File: config.mk
export PLATFORM = sky130hd
export DESIGN_NAME = oled_spi_master
export DESIGN_NICKNAME = d
export VERILOG_FILES = /design/src/rtl/ulx3s_spi_pkg.sv /design/src/rtl/spi_half_tick.sv /design/src/rtl/oled_spi_master.sv
export SDC_FILE = /design/constraint.sdc
export NUM_CORES = 1
export LEC_CHECK = 0
export BUFFER_PORTS_ARGS = -buffer_cell sky130_fd_sc_hd__buf_2
export CORE_MARGIN = 2
export CORE_UTILIZATION = 50
export DETAILED_ROUTE_END_ITERATION = 12
export PLACE_DENSITY = 0.71
export SYNTH_ARGS = -nofsm -noshare
export SYNTH_HDL_FRONTEND = slang
export SYNTH_SLANG_ARGS = --single-unit
export TNS_END_PERCENT = 30
File: constraint.sdc
create_clock -name clk_25mhz -period 4.9 [get_ports clk_25mhz]
set_input_delay 0.49 -clock clk_25mhz [delete_from_list [all_inputs] [get_ports clk_25mhz]]
set_output_delay 0.49 -clock clk_25mhz [all_outputs]
set_load 0.02 [all_outputs]
File: src/rtl/ulx3s_spi_pkg.sv
// ulx3s_spi_pkg
// Shared definitions for the ULX3S OLED/button SPI initiator:
//   - spi_state_t        : frame sequencing FSM states
//   - C_CLK_DIV_DEFAULT  : default SCK half-period in clk_25mhz cycles
//   - C_CSN_IDLE_DEFAULT : default minimum CSn-high gap between frames
//   - DC_COMMAND/DC_DATA : levels driven on the OLED D/C pin
package ulx3s_spi_pkg;

  typedef enum logic [2:0] {
    ST_IDLE  = 3'd0,  // CSn high, ready for a new frame
    ST_SHIFT = 3'd1,  // clocking one byte out/in (16 half-periods)
    ST_HOLD  = 3'd2,  // CSn low between bytes of one frame
    ST_TRAIL = 3'd3,  // one SCK-low half-period before CSn rises
    ST_GAP   = 3'd4   // CSn high, enforcing the inter-frame idle time
  } spi_state_t;

  localparam int C_CLK_DIV_DEFAULT  = 2;
  localparam int C_CSN_IDLE_DEFAULT = 4;

  localparam logic DC_COMMAND = 1'b0;
  localparam logic DC_DATA    = 1'b1;

endpackage

File: src/rtl/spi_half_tick.sv
// spi_half_tick
// Loadable down-counter that emits a one-cycle tick every C_clk_div cycles
// while enabled. A restart reloads the counter so the first tick lands
// exactly C_clk_div cycles after the restart cycle.
// Ports:
//   clk_25mhz : system clock
//   resetn    : asynchronous active-low reset
//   restart   : reload the counter (frame/byte start)
//   enable    : count while high
//   tick      : one-cycle half-period strobe
module spi_half_tick
  import ulx3s_spi_pkg::*;
#(
  parameter int C_clk_div = C_CLK_DIV_DEFAULT
) (
  input  logic clk_25mhz,
  input  logic resetn,
  input  logic restart,
  input  logic enable,
  output logic tick
);

  localparam int            CW     = $clog2(C_clk_div) + 1;
  localparam logic [CW-1:0] RELOAD = CW'(C_clk_div - 1);
  localparam logic [CW-1:0] ZERO   = {CW{1'b0}};
  localparam logic [CW-1:0] ONE    = CW'(1);

  logic [CW-1:0] cnt_r;
  logic          cnt_zero_s;

  assign cnt_zero_s = (cnt_r == ZERO);
  assign tick       = enable & cnt_zero_s;

  // Half-period down-counter: reload on restart and on every tick.
  always_ff @(posedge clk_25mhz or negedge resetn) begin
    if (!resetn) begin
      cnt_r <= RELOAD;
    end else if (restart) begin
      cnt_r <= RELOAD;
    end else if (enable) begin
      if (cnt_zero_s) begin
        cnt_r <= RELOAD;
      end else begin
        cnt_r <= cnt_r - ONE;
      end
    end else begin
      cnt_r <= cnt_r;
    end
  end

endmodule

File: src/rtl/oled_spi_master.sv
// oled_spi_master
// SPI mode-0 initiator for the ULX3S OLED/button bus. Bytes offered on a
// valid/ready handshake are shifted out MSB first on spi_mosi while the
// responder's spi_miso is sampled into rx_data. tx_last closes the frame.
// Ports:
//   clk_25mhz, resetn              : clock, asynchronous active-low reset
//   tx_data/tx_dc/tx_last          : byte, D/C level, end-of-frame flag
//   tx_valid/tx_ready              : input handshake
//   rx_data/rx_valid               : received byte, one-cycle strobe
//   busy                           : CSn low or inter-frame gap running
//   spi_csn/spi_clk/spi_mosi/spi_dc: SPI pins (all registered)
//   spi_miso                       : responder data
module oled_spi_master
  import ulx3s_spi_pkg::*;
#(
  parameter int C_clk_div  = C_CLK_DIV_DEFAULT,
  parameter int C_csn_idle = C_CSN_IDLE_DEFAULT
) (
  input  logic       clk_25mhz,
  input  logic       resetn,
  input  logic [7:0] tx_data,
  input  logic       tx_dc,
  input  logic       tx_last,
  input  logic       tx_valid,
  output logic       tx_ready,
  output logic [7:0] rx_data,
  output logic       rx_valid,
  output logic       busy,
  output logic       spi_csn,
  output logic       spi_clk,
  output logic       spi_mosi,
  output logic       spi_dc,
  input  logic       spi_miso
);

  localparam int            GW       = $clog2(C_csn_idle) + 1;
  localparam logic [GW-1:0] GAP_LOAD = GW'(C_csn_idle - 1);
  localparam logic [GW-1:0] GAP_ZERO = {GW{1'b0}};
  localparam logic [GW-1:0] GAP_ONE  = GW'(1);

  spi_state_t  state_r;
  spi_state_t  next_state_s;

  logic [2:0]    bit_cnt_r;
  logic [6:0]    tx_shift_r;   // bits still to be sent after the one on MOSI
  logic [7:0]    rx_shift_r;
  logic          last_r;
  logic [GW-1:0] gap_cnt_r;

  logic          tx_ready_r;
  logic [7:0]    rx_data_r;
  logic          rx_valid_r;
  logic          busy_r;
  logic          spi_csn_r;
  logic          spi_clk_r;
  logic          spi_mosi_r;
  logic          spi_dc_r;

  logic          accept_s;
  logic          tick_s;
  logic          tick_en_s;
  logic          shift_tick_s;
  logic          rise_s;
  logic          fall_s;
  logic          byte_done_s;
  logic          gap_done_s;

  // tx_ready is registered and only ever high in IDLE/HOLD, so it alone
  // qualifies an accept.
  assign accept_s     = tx_valid & tx_ready_r;
  assign tick_en_s    = (state_r == ST_SHIFT) | (state_r == ST_TRAIL);
  assign shift_tick_s = (state_r == ST_SHIFT) & tick_s;
  assign rise_s       = shift_tick_s & ~spi_clk_r;
  assign fall_s       = shift_tick_s & spi_clk_r;
  assign byte_done_s  = fall_s & (bit_cnt_r == 3'd7);
  assign gap_done_s   = (gap_cnt_r == GAP_ZERO);

  spi_half_tick #(
    .C_clk_div (C_clk_div)
  ) u_half_tick (
    .clk_25mhz (clk_25mhz),
    .resetn    (resetn),
    .restart   (accept_s),
    .enable    (tick_en_s),
    .tick      (tick_s)
  );

  // FSM state register.
  always_ff @(posedge clk_25mhz or negedge resetn) begin
    if (!resetn) begin
      state_r <= ST_IDLE;
    end else begin
      state_r <= next_state_s;
    end
  end

  // FSM next-state logic.
  always_comb begin
    next_state_s = state_r;
    case (state_r)
      ST_IDLE: begin
        if (accept_s) begin
          next_state_s = ST_SHIFT;
        end else begin
          next_state_s = ST_IDLE;
        end
      end
      ST_SHIFT: begin
        if (byte_done_s) begin
          if (last_r) begin
            next_state_s = ST_TRAIL;
          end else begin
            next_state_s = ST_HOLD;
          end
        end else begin
          next_state_s = ST_SHIFT;
        end
      end
      ST_HOLD: begin
        if (accept_s) begin
          next_state_s = ST_SHIFT;
        end else begin
          next_state_s = ST_HOLD;
        end
      end
      ST_TRAIL: begin
        if (tick_s) begin
          next_state_s = ST_GAP;
        end else begin
          next_state_s = ST_TRAIL;
        end
      end
      ST_GAP: begin
        if (gap_done_s) begin
          next_state_s = ST_IDLE;
        end else begin
          next_state_s = ST_GAP;
        end
      end
      default: begin
        next_state_s = ST_IDLE;
      end
    endcase
  end

  // Status outputs derived from the upcoming state so they line up with CSn.
  always_ff @(posedge clk_25mhz or negedge resetn) begin
    if (!resetn) begin
      tx_ready_r <= 1'b0;
      busy_r     <= 1'b0;
      spi_csn_r  <= 1'b1;
    end else begin
      tx_ready_r <= (next_state_s == ST_IDLE) | (next_state_s == ST_HOLD);
      busy_r     <= (next_state_s != ST_IDLE);
      spi_csn_r  <= (next_state_s == ST_IDLE) | (next_state_s == ST_GAP);
    end
  end

  // Inter-frame gap counter: loaded as CSn rises, counts down in GAP.
  always_ff @(posedge clk_25mhz or negedge resetn) begin
    if (!resetn) begin
      gap_cnt_r <= GAP_ZERO;
    end else if ((state_r == ST_TRAIL) && tick_s) begin
      gap_cnt_r <= GAP_LOAD;
    end else if ((state_r == ST_GAP) && !gap_done_s) begin
      gap_cnt_r <= gap_cnt_r - GAP_ONE;
    end else begin
      gap_cnt_r <= gap_cnt_r;
    end
  end

  // Byte datapath: latch on accept, toggle SCK on ticks, shift MOSI on the
  // falling edge and capture MISO on the rising edge.
  always_ff @(posedge clk_25mhz or negedge resetn) begin
    if (!resetn) begin
      bit_cnt_r  <= 3'd0;
      tx_shift_r <= 7'd0;
      rx_shift_r <= 8'd0;
      last_r     <= 1'b0;
      rx_data_r  <= 8'd0;
      rx_valid_r <= 1'b0;
      spi_clk_r  <= 1'b0;
      spi_mosi_r <= 1'b0;
      spi_dc_r   <= DC_COMMAND;
    end else begin
      rx_valid_r <= 1'b0;
      if (accept_s) begin
        // An accept can coincide with the previous byte's rx_valid; that
        // pulse was already registered on the prior edge, so nothing is lost.
        bit_cnt_r  <= 3'd0;
        tx_shift_r <= tx_data[6:0];
        spi_mosi_r <= tx_data[7];
        spi_dc_r   <= tx_dc;
        last_r     <= tx_last;
        spi_clk_r  <= 1'b0;
      end else if (rise_s) begin
        spi_clk_r  <= 1'b1;
        rx_shift_r <= {rx_shift_r[6:0], spi_miso};
      end else if (fall_s) begin
        spi_clk_r <= 1'b0;
        if (byte_done_s) begin
          rx_data_r  <= rx_shift_r;
          rx_valid_r <= 1'b1;
        end else begin
          bit_cnt_r  <= bit_cnt_r + 3'd1;
          spi_mosi_r <= tx_shift_r[6];
          tx_shift_r <= {tx_shift_r[5:0], 1'b0};
        end
      end else begin
        spi_clk_r <= spi_clk_r;
      end
    end
  end

  assign tx_ready = tx_ready_r;
  assign rx_data  = rx_data_r;
  assign rx_valid = rx_valid_r;
  assign busy     = busy_r;
  assign spi_csn  = spi_csn_r;
  assign spi_clk  = spi_clk_r;
  assign spi_mosi = spi_mosi_r;
  assign spi_dc   = spi_dc_r;

endmodule

==> results.py, run 1 <==
metrics = {
    "sta": {
        "rsz0062_at_grt": "no",
        "max_freq_mhz": 379,
        "skew_ps": 5.42,
        "worstMarginPinSlew_ps": 1200,
        "fin_crit_ps": 2640,
        "setup-violations-final": 0,
        "setup_slack_ps": 2260,
        "hold_slack_ps": 308,
        "post-route-period-util_pct": 53.9,
        "timing.setup.tns_ps": 0,
        "hold_viol": 0,
        "maxSlewHeadroom_pct": 19.2,
        "slew_viol_final": 0,
    },
    "placed_design": {
        "hpwl_mm": 2.32,
        "place_ws_ps": 2270,
        "gp_congestion": 0.814,
        "numPortBuffers": 28,
    },
    "power": {
        "intPower_w": 0.000873,
        "total_leakage_power_nw": 1.05,
        "comb_power_share_pct": 39.4,
        "netSwitchingPower_w": 0.000489,
        "peakVddDrop_v": 0.000328,
        "seqPwrFrac_pct": 44.4,
        "power-per-cell-area_mw_per_mm2": 621,
        "fin_total_pwr_w": 0.00136,
        "clockPowerShare_pct": 16.2,
        "swShare_pct": 35.9,
    },
    "finish": {
        "diodes": 0,
        "finalNetCount": 201,
        "syn_to_final_growth_pct": 13.6,
        "layout_common_cells": "dfrtp_1 (40), buf_2 (28), mux2_2 (26)",
        "mostFrequentLayoutCell": "dfrtp_1",
        "drive_gt1_share_pct": 39.1,
    },
    "synthesis": {
        "synth.distinct_cells": 36,
        "syn_nets": 173,
        "ys_ff_latch": 42,
        "synth_warnings": 0,
        "syn_area_mm2": 0.00193,
        "ys_seq_area_share_pct": 54.6,
        "syn_inst": 155,
        "syn_avg_cell_area_um2": 12.5,
    },
    "routing": {
        "vias": 1236,
        "drt_iter0_drc": 46,
        "viasPerCell": 5.33,
        "drt_wl_total_mm": 3.25,
        "first_pass_iters": 2,
        "post-route-drc-count": 0,
        "wl_per_cell_um": 14.0,
        "drtAntennaViolNets": 0,
    },
    "global_routing": {
        "grt_start_max_net_pins": 43,
        "grt-ovfl-total": 0,
        "track_usage_pct": 17.4,
        "antenna_found_initial": 0,
        "grt_pass1_vias": 1264,
        "grt_pass1_wl_mm": 5.69,
    },
    "die": {
        "fp.dieH_um": 66.1,
        "core_mm2": 0.00369,
        "die_area_mm2": 0.00437,
        "start_util_pct": 52.3,
        "io_pins": 29,
        "fp.dieW_um": 66.1,
        "rows": 22,
    },
    "clock_network": {
        "clock_latency_ps": 290,
        "clock_path_buffers": 2,
        "clock-sinks": 42,
        "cts_root_buf": "clkbuf_8",
        "numCtsBuffers": 5,
        "cts_tree": "done",
        "cts_hold_buf": 0,
        "postCtsSetupRepairBufs": 0,
        "ctsResizeCount": 0,
        "clk_pin_slew_worst_paths_ps": 80,
        "htreeDepth": 2,
    },
    "critical_path": {
        "critPathLaunchType": "flop",
        "critPathMaxFanout": 12,
        "crit_path_end_kind": "flop",
        "cpMaxStageDelayCell": "o41ai_2",
        "worstPathArrival_ps": 2820,
        "cp_data_required_time_ps": 5080,
        "worstSetupPathType": "flop to flop",
        "path_cells": "or4b_4, o41ai_2, mux2_2",
        "path_delay_family": "compound AO/OA/AOI/OAI gates",
        "cp_slowest_stage_delay_ps": 960,
        "cp_num_buf_inv": 0,
    },
    "outcome": {
        "status": "completed",
    },
    "flow_run": {
        "cap_violations": 0,
    },
    "min_path": {
        "worstHoldPathType": "input port to asynchronous set/reset pin",
    },
}
[flip-flops by register name, summed over array words and instances (netlist names), 2 cells and up]
register / flops
rx_data: 8
tx_shift_r: 7
rx_shift_r: 8
bit_cnt_r: 3
gap_cnt_r: 3
state_r: 3
u_half_tick.cnt_r: 2
[cells in the mapped netlist (all sizes together)]
library cell	number	share of area, %
o41ai	1	0.84
and3	1	0.32
inv	11	2.1
dfrtp	40	52
clkbuf	5	0.97
nor3	1	0.26
a32oi	1	0.45
or4bb	1	0.58
buf	2	0.45
nand2	19	3.7
a311oi	1	0.45
o21ai	3	0.78
xnor2	1	0.45
or3	1	0.32
o311a	1	0.52
nand3b	1	0.39
a21oi	4	1.0
nor4	2	2.2
nor4bb	3	1.6
ha	4	2.6
mux2	30	17
o311ai	1	0.45
a31o	1	0.45
mux2i	2	1.0
and2	1	0.32
nor2	2	0.39
or3b	2	0.91
nand3	3	0.78
o211ai	2	0.78
nor4b	2	0.91
dfstp	2	2.7
nor2b	2	0.65
or4b	2	1.2
[worst register-to-register path, delay by kind of cell, from the launching register on]
family	cells	cell delay, ps
multiplexers	1	430
flip-flops	1	500
AND/OR/NAND/NOR	1	640
AO/OA/AOI/OAI	1	960
[cells by family (layout without fill, tap and decap cells)]
group	after synthesis	in the layout	synth area share, %
xor+xnor	1	1	0.454
simple gates	43	43	14.5
compound gates	15	15	5.77
fa+ha+maj	4	4	2.59
mux	32	32	18.5
flops	42	42	54.6
buf+inv	18	47	3.56
[path summary, 6_finish.rpt]
kind,startpoint,end,slack [ps],cells past startpoint
max,state_r[2]$_DFF_PN0_,bit_cnt_r[0]$_DFFE_PN0P_,2260,3
min,resetn,gap_cnt_r[2]$_DFFE_PN0N_,310,1
max reg2reg,state_r[2]$_DFF_PN0_,bit_cnt_r[0]$_DFFE_PN0P_,2260,3
min reg2reg,spi_dc$_DFFE_PN0P_,spi_dc$_DFFE_PN0P_,480,2
max in group asynchronous,resetn,state_r[2]$_DFF_PN0_,4020,1
min in group clk_25mhz,tx_dc,spi_dc$_DFFE_PN0P_,380,3
[routing by layer]
| metal | track usage [%] | up-vias | share of wire (%) |
|---|---|---|---|
| met5 | 0 | - | 0 |
| met3 | 5.62 | 6 | 4.2 |
| met2 | 29.3 | 21 | 49 |
| met1 | 20.7 | 611 | 45 |
| met4 | 6.12 | 0 | 1.8 |
| li1 | - | 598 | - |
[per-stage QoR]
| step | util (%) | cells | area (um^2) |
|---|---|---|---|
| 2_1_floorplan | - | 155 | 1930 |
| 3_3_place_gp | 57.0 | 224 | 2100 |
| 3_5_place_dp | 57.0 | 224 | 2100 |
| 4_1_cts | 59.5 | 232 | 2190 |
| 5_1_grt | 59.5 | 232 | 2190 |
| 6_report | 59.5 | 232 | 2190 |
[power groups by stage]
stage                     clock, W  sequential, W  combinational (W)
after floorplan                  0       0.000626           0.000390
after global placement           0       0.000601           0.000523
after detailed placement         0       0.000613           0.000543
after CTS                 0.000228       0.000606           0.000546
after global routing      0.000242       0.000630           0.000596
final                     0.000221       0.000604           0.000537
[area by class of cell]
| cell class | instances | area, um^2 |
|---|---|---|
| Tap cell | 48 | 60.1 |
| Multi-Input combinational cell | 95 | 808 |
| Timing Repair Buffer | 28 | 140 |
| Clock buffer | 5 | 68.8 |
| Sequential cell | 42 | 1050 |
| Clock inverter | 3 | 21.3 |
| Fill cell | 318 | 1500 |
| Inverter | 11 | 41.3 |
(Power assumes the default switching activity.)
==> run 2: changes to the inputs <==
Clock period 4.9 ns to 2.5 ns, I/O delays scaled along.
==> run 2 against run 1 <==
  * Combinational power grew 100%
  * Die area did not move
  * Worst setup slack worse by 1900 ps
  * Highest routed layer unchanged
  * Largest power group unchanged
==> results.py, run 2 (same netlist as run 1, synthesis figures left out) <==
metrics = {
    "critical_path": {
        "worstSetupPathType": "flop to flop",
        "crit_path_end_kind": "flop",
        "crit_path_start": "state_r[2]$_DFF_PN0_",
        "cp_data_required_time_ps": 2680,
        "worstPathArrival_ps": 2330,
        "critPathMaxFanout": 12,
        "rr_startpoint": "state_r[2]$_DFF_PN0_",
        "critPathLaunchType": "flop",
    },
    "clock_network": {
        "postCtsSetupRepairBufs": 0,
        "cts_tree": "done",
        "ctsResizeCount": 0,
        "clock_path_buffers": 2,
        "cts_hold_buf": 0,
        "clk_pin_slew_worst_paths_ps": 80,
        "htreeDepth": 2,
        "numCtsBuffers": 5,
        "clock-sinks": 42,
        "cts_root_buf": "clkbuf_8",
        "clock_latency_ps": 290,
    },
    "routing": {
        "first_pass_iters": 4,
        "wl_per_cell_um": 14.3,
        "viasPerCell": 5.39,
        "drtAntennaViolNets": 0,
        "vias": 1261,
        "drt_iter0_drc": 94,
        "drt_wl_total_mm": 3.36,
        "post-route-drc-count": 0,
    },
    "finish": {
        "mostFrequentLayoutCell": "dfrtp_1",
        "diodes": 0,
        "fillCellCount": 292,
        "final_cells": 234,
        "drive_gt1_share_pct": 39.8,
        "syn_to_final_growth_pct": 15.4,
        "finalNetCount": 203,
        "layout_common_cells": "dfrtp_1 (40), buf_2 (28), mux2_2 (26)",
    },
    "power": {
        "power-per-cell-area_mw_per_mm2": 1250,
        "peakVddDrop_v": 0.000563,
        "total_leakage_power_nw": 1.07,
    },
    "global_routing": {
        "grt_pass1_vias": 1319,
        "grt-ovfl-total": 0,
        "antenna_found_initial": 0,
        "track_usage_pct": 17.6,
        "grt_start_max_net_pins": 43,
        "grt_pass1_wl_mm": 5.81,
    },
    "placed_design": {
        "gp_congestion": 0.808,
        "hpwl_mm": 2.44,
        "dp_cells": 226,
        "numPortBuffers": 28,
    },
    "sta": {
        "post-route-period-util_pct": 85.9,
        "slew_viol_final": 0,
        "timing.setup.tns_ps": 0,
        "fin_crit_ps": 2150,
        "setup-violations-final": 0,
        "rsz0062_at_grt": "no",
        "worstMarginPinSlew_ps": 898,
        "skew_ps": 2.98,
        "max_freq_mhz": 466,
        "hold_viol": 0,
        "maxSlewHeadroom_pct": 40.2,
    },
    "flow_run": {
        "cap_violations": 0,
    },
    "outcome": {
        "status": "completed",
    },
    "die": {
        "core_mm2": 0.00369,
        "die_area_mm2": 0.00437,
        "rows": 22,
        "fp.dieW_um": 66.1,
        "io_pins": 29,
        "fp.dieH_um": 66.1,
        "start_util_pct": 52.3,
    },
    "min_path": {
        "worstHoldPathType": "input port to asynchronous set/reset pin",
    },
}
## run 2: changes by cell type in the layout (fill, tap and decap cells not counted), sizes merged
cell	delta
bufinv	+1
clkinvlp	-1
buf	+2
## run 2: stage by stage
stage                     worst slack, ps  utilization, %  instance area (um^2)  hold slack, ps  total power [W]
final                                 352            60.4                  2230            83.9          0.00278
after global routing                  270            60.4                  2230             147          0.00300
after CTS                             327            60.4                  2230             116          0.00282
after detailed placement              361            57.4                  2120             435          0.00230
after global placement                416            57.4                  2120             416          0.00222
after floorplan                       480               -                  1930           -45.6          0.00199
## run 2: final cells by class
cell class	instances	area, um^2	area share [%]
flip-flops and latches	42	1050	47.3
repair buffers	30	155	6.97
multi-input cells	95	808	36.3
inverters	11	41.3	1.85
clock buffers	5	68.8	3.09
well taps	48	60.1	2.70
clock inverters	3	40.0	1.80
## run 2: routing by layer
metal  up-vias  part of all wire (%)  wire (um)  GRT usage [%]
met5         -                     0          0              0
met4         0                  0.98         33           4.59
met3         5                   4.2        142           4.77
met2        27                    51       1720           31.3
met1       621                    43       1460           20.9
li1        608                     -          -              -
## run 2: path summary, 6_finish.rpt
path                                            end  slack [ps]  depth (start not counted)
hold reg to reg                  spi_dc$_DFFE_PN0P_         480                          2
max in group asynchronous  bit_cnt_r[1]$_DFFE_PN0P_        1860                          1
setup / recovery             rx_data[2]$_DFFE_PN0P_         350                          3
min in group clk_25mhz           spi_dc$_DFFE_PN0P_         150                          3
hold / removal             gap_cnt_r[2]$_DFFE_PN0N_          80                          1
setup reg to reg             rx_data[2]$_DFFE_PN0P_         350                          3
## run 2: power breakdown
part | leakage [nW] | switching, W | internal (W)
sequential | 0.529 | 0.000216 | 0.000976
combinational | 0.487 | 0.000524 | 0.000554
clock | 0.0579 | 0.000221 | 0.000294
total | 1.07 | 0.000960 | 0.00182
## run 2: critical path, cell delays in order, from the launching register on
cell     delay [ps]
dfrtp_1         500
or4b_4          640
nor4_4          480
mux2_2          410
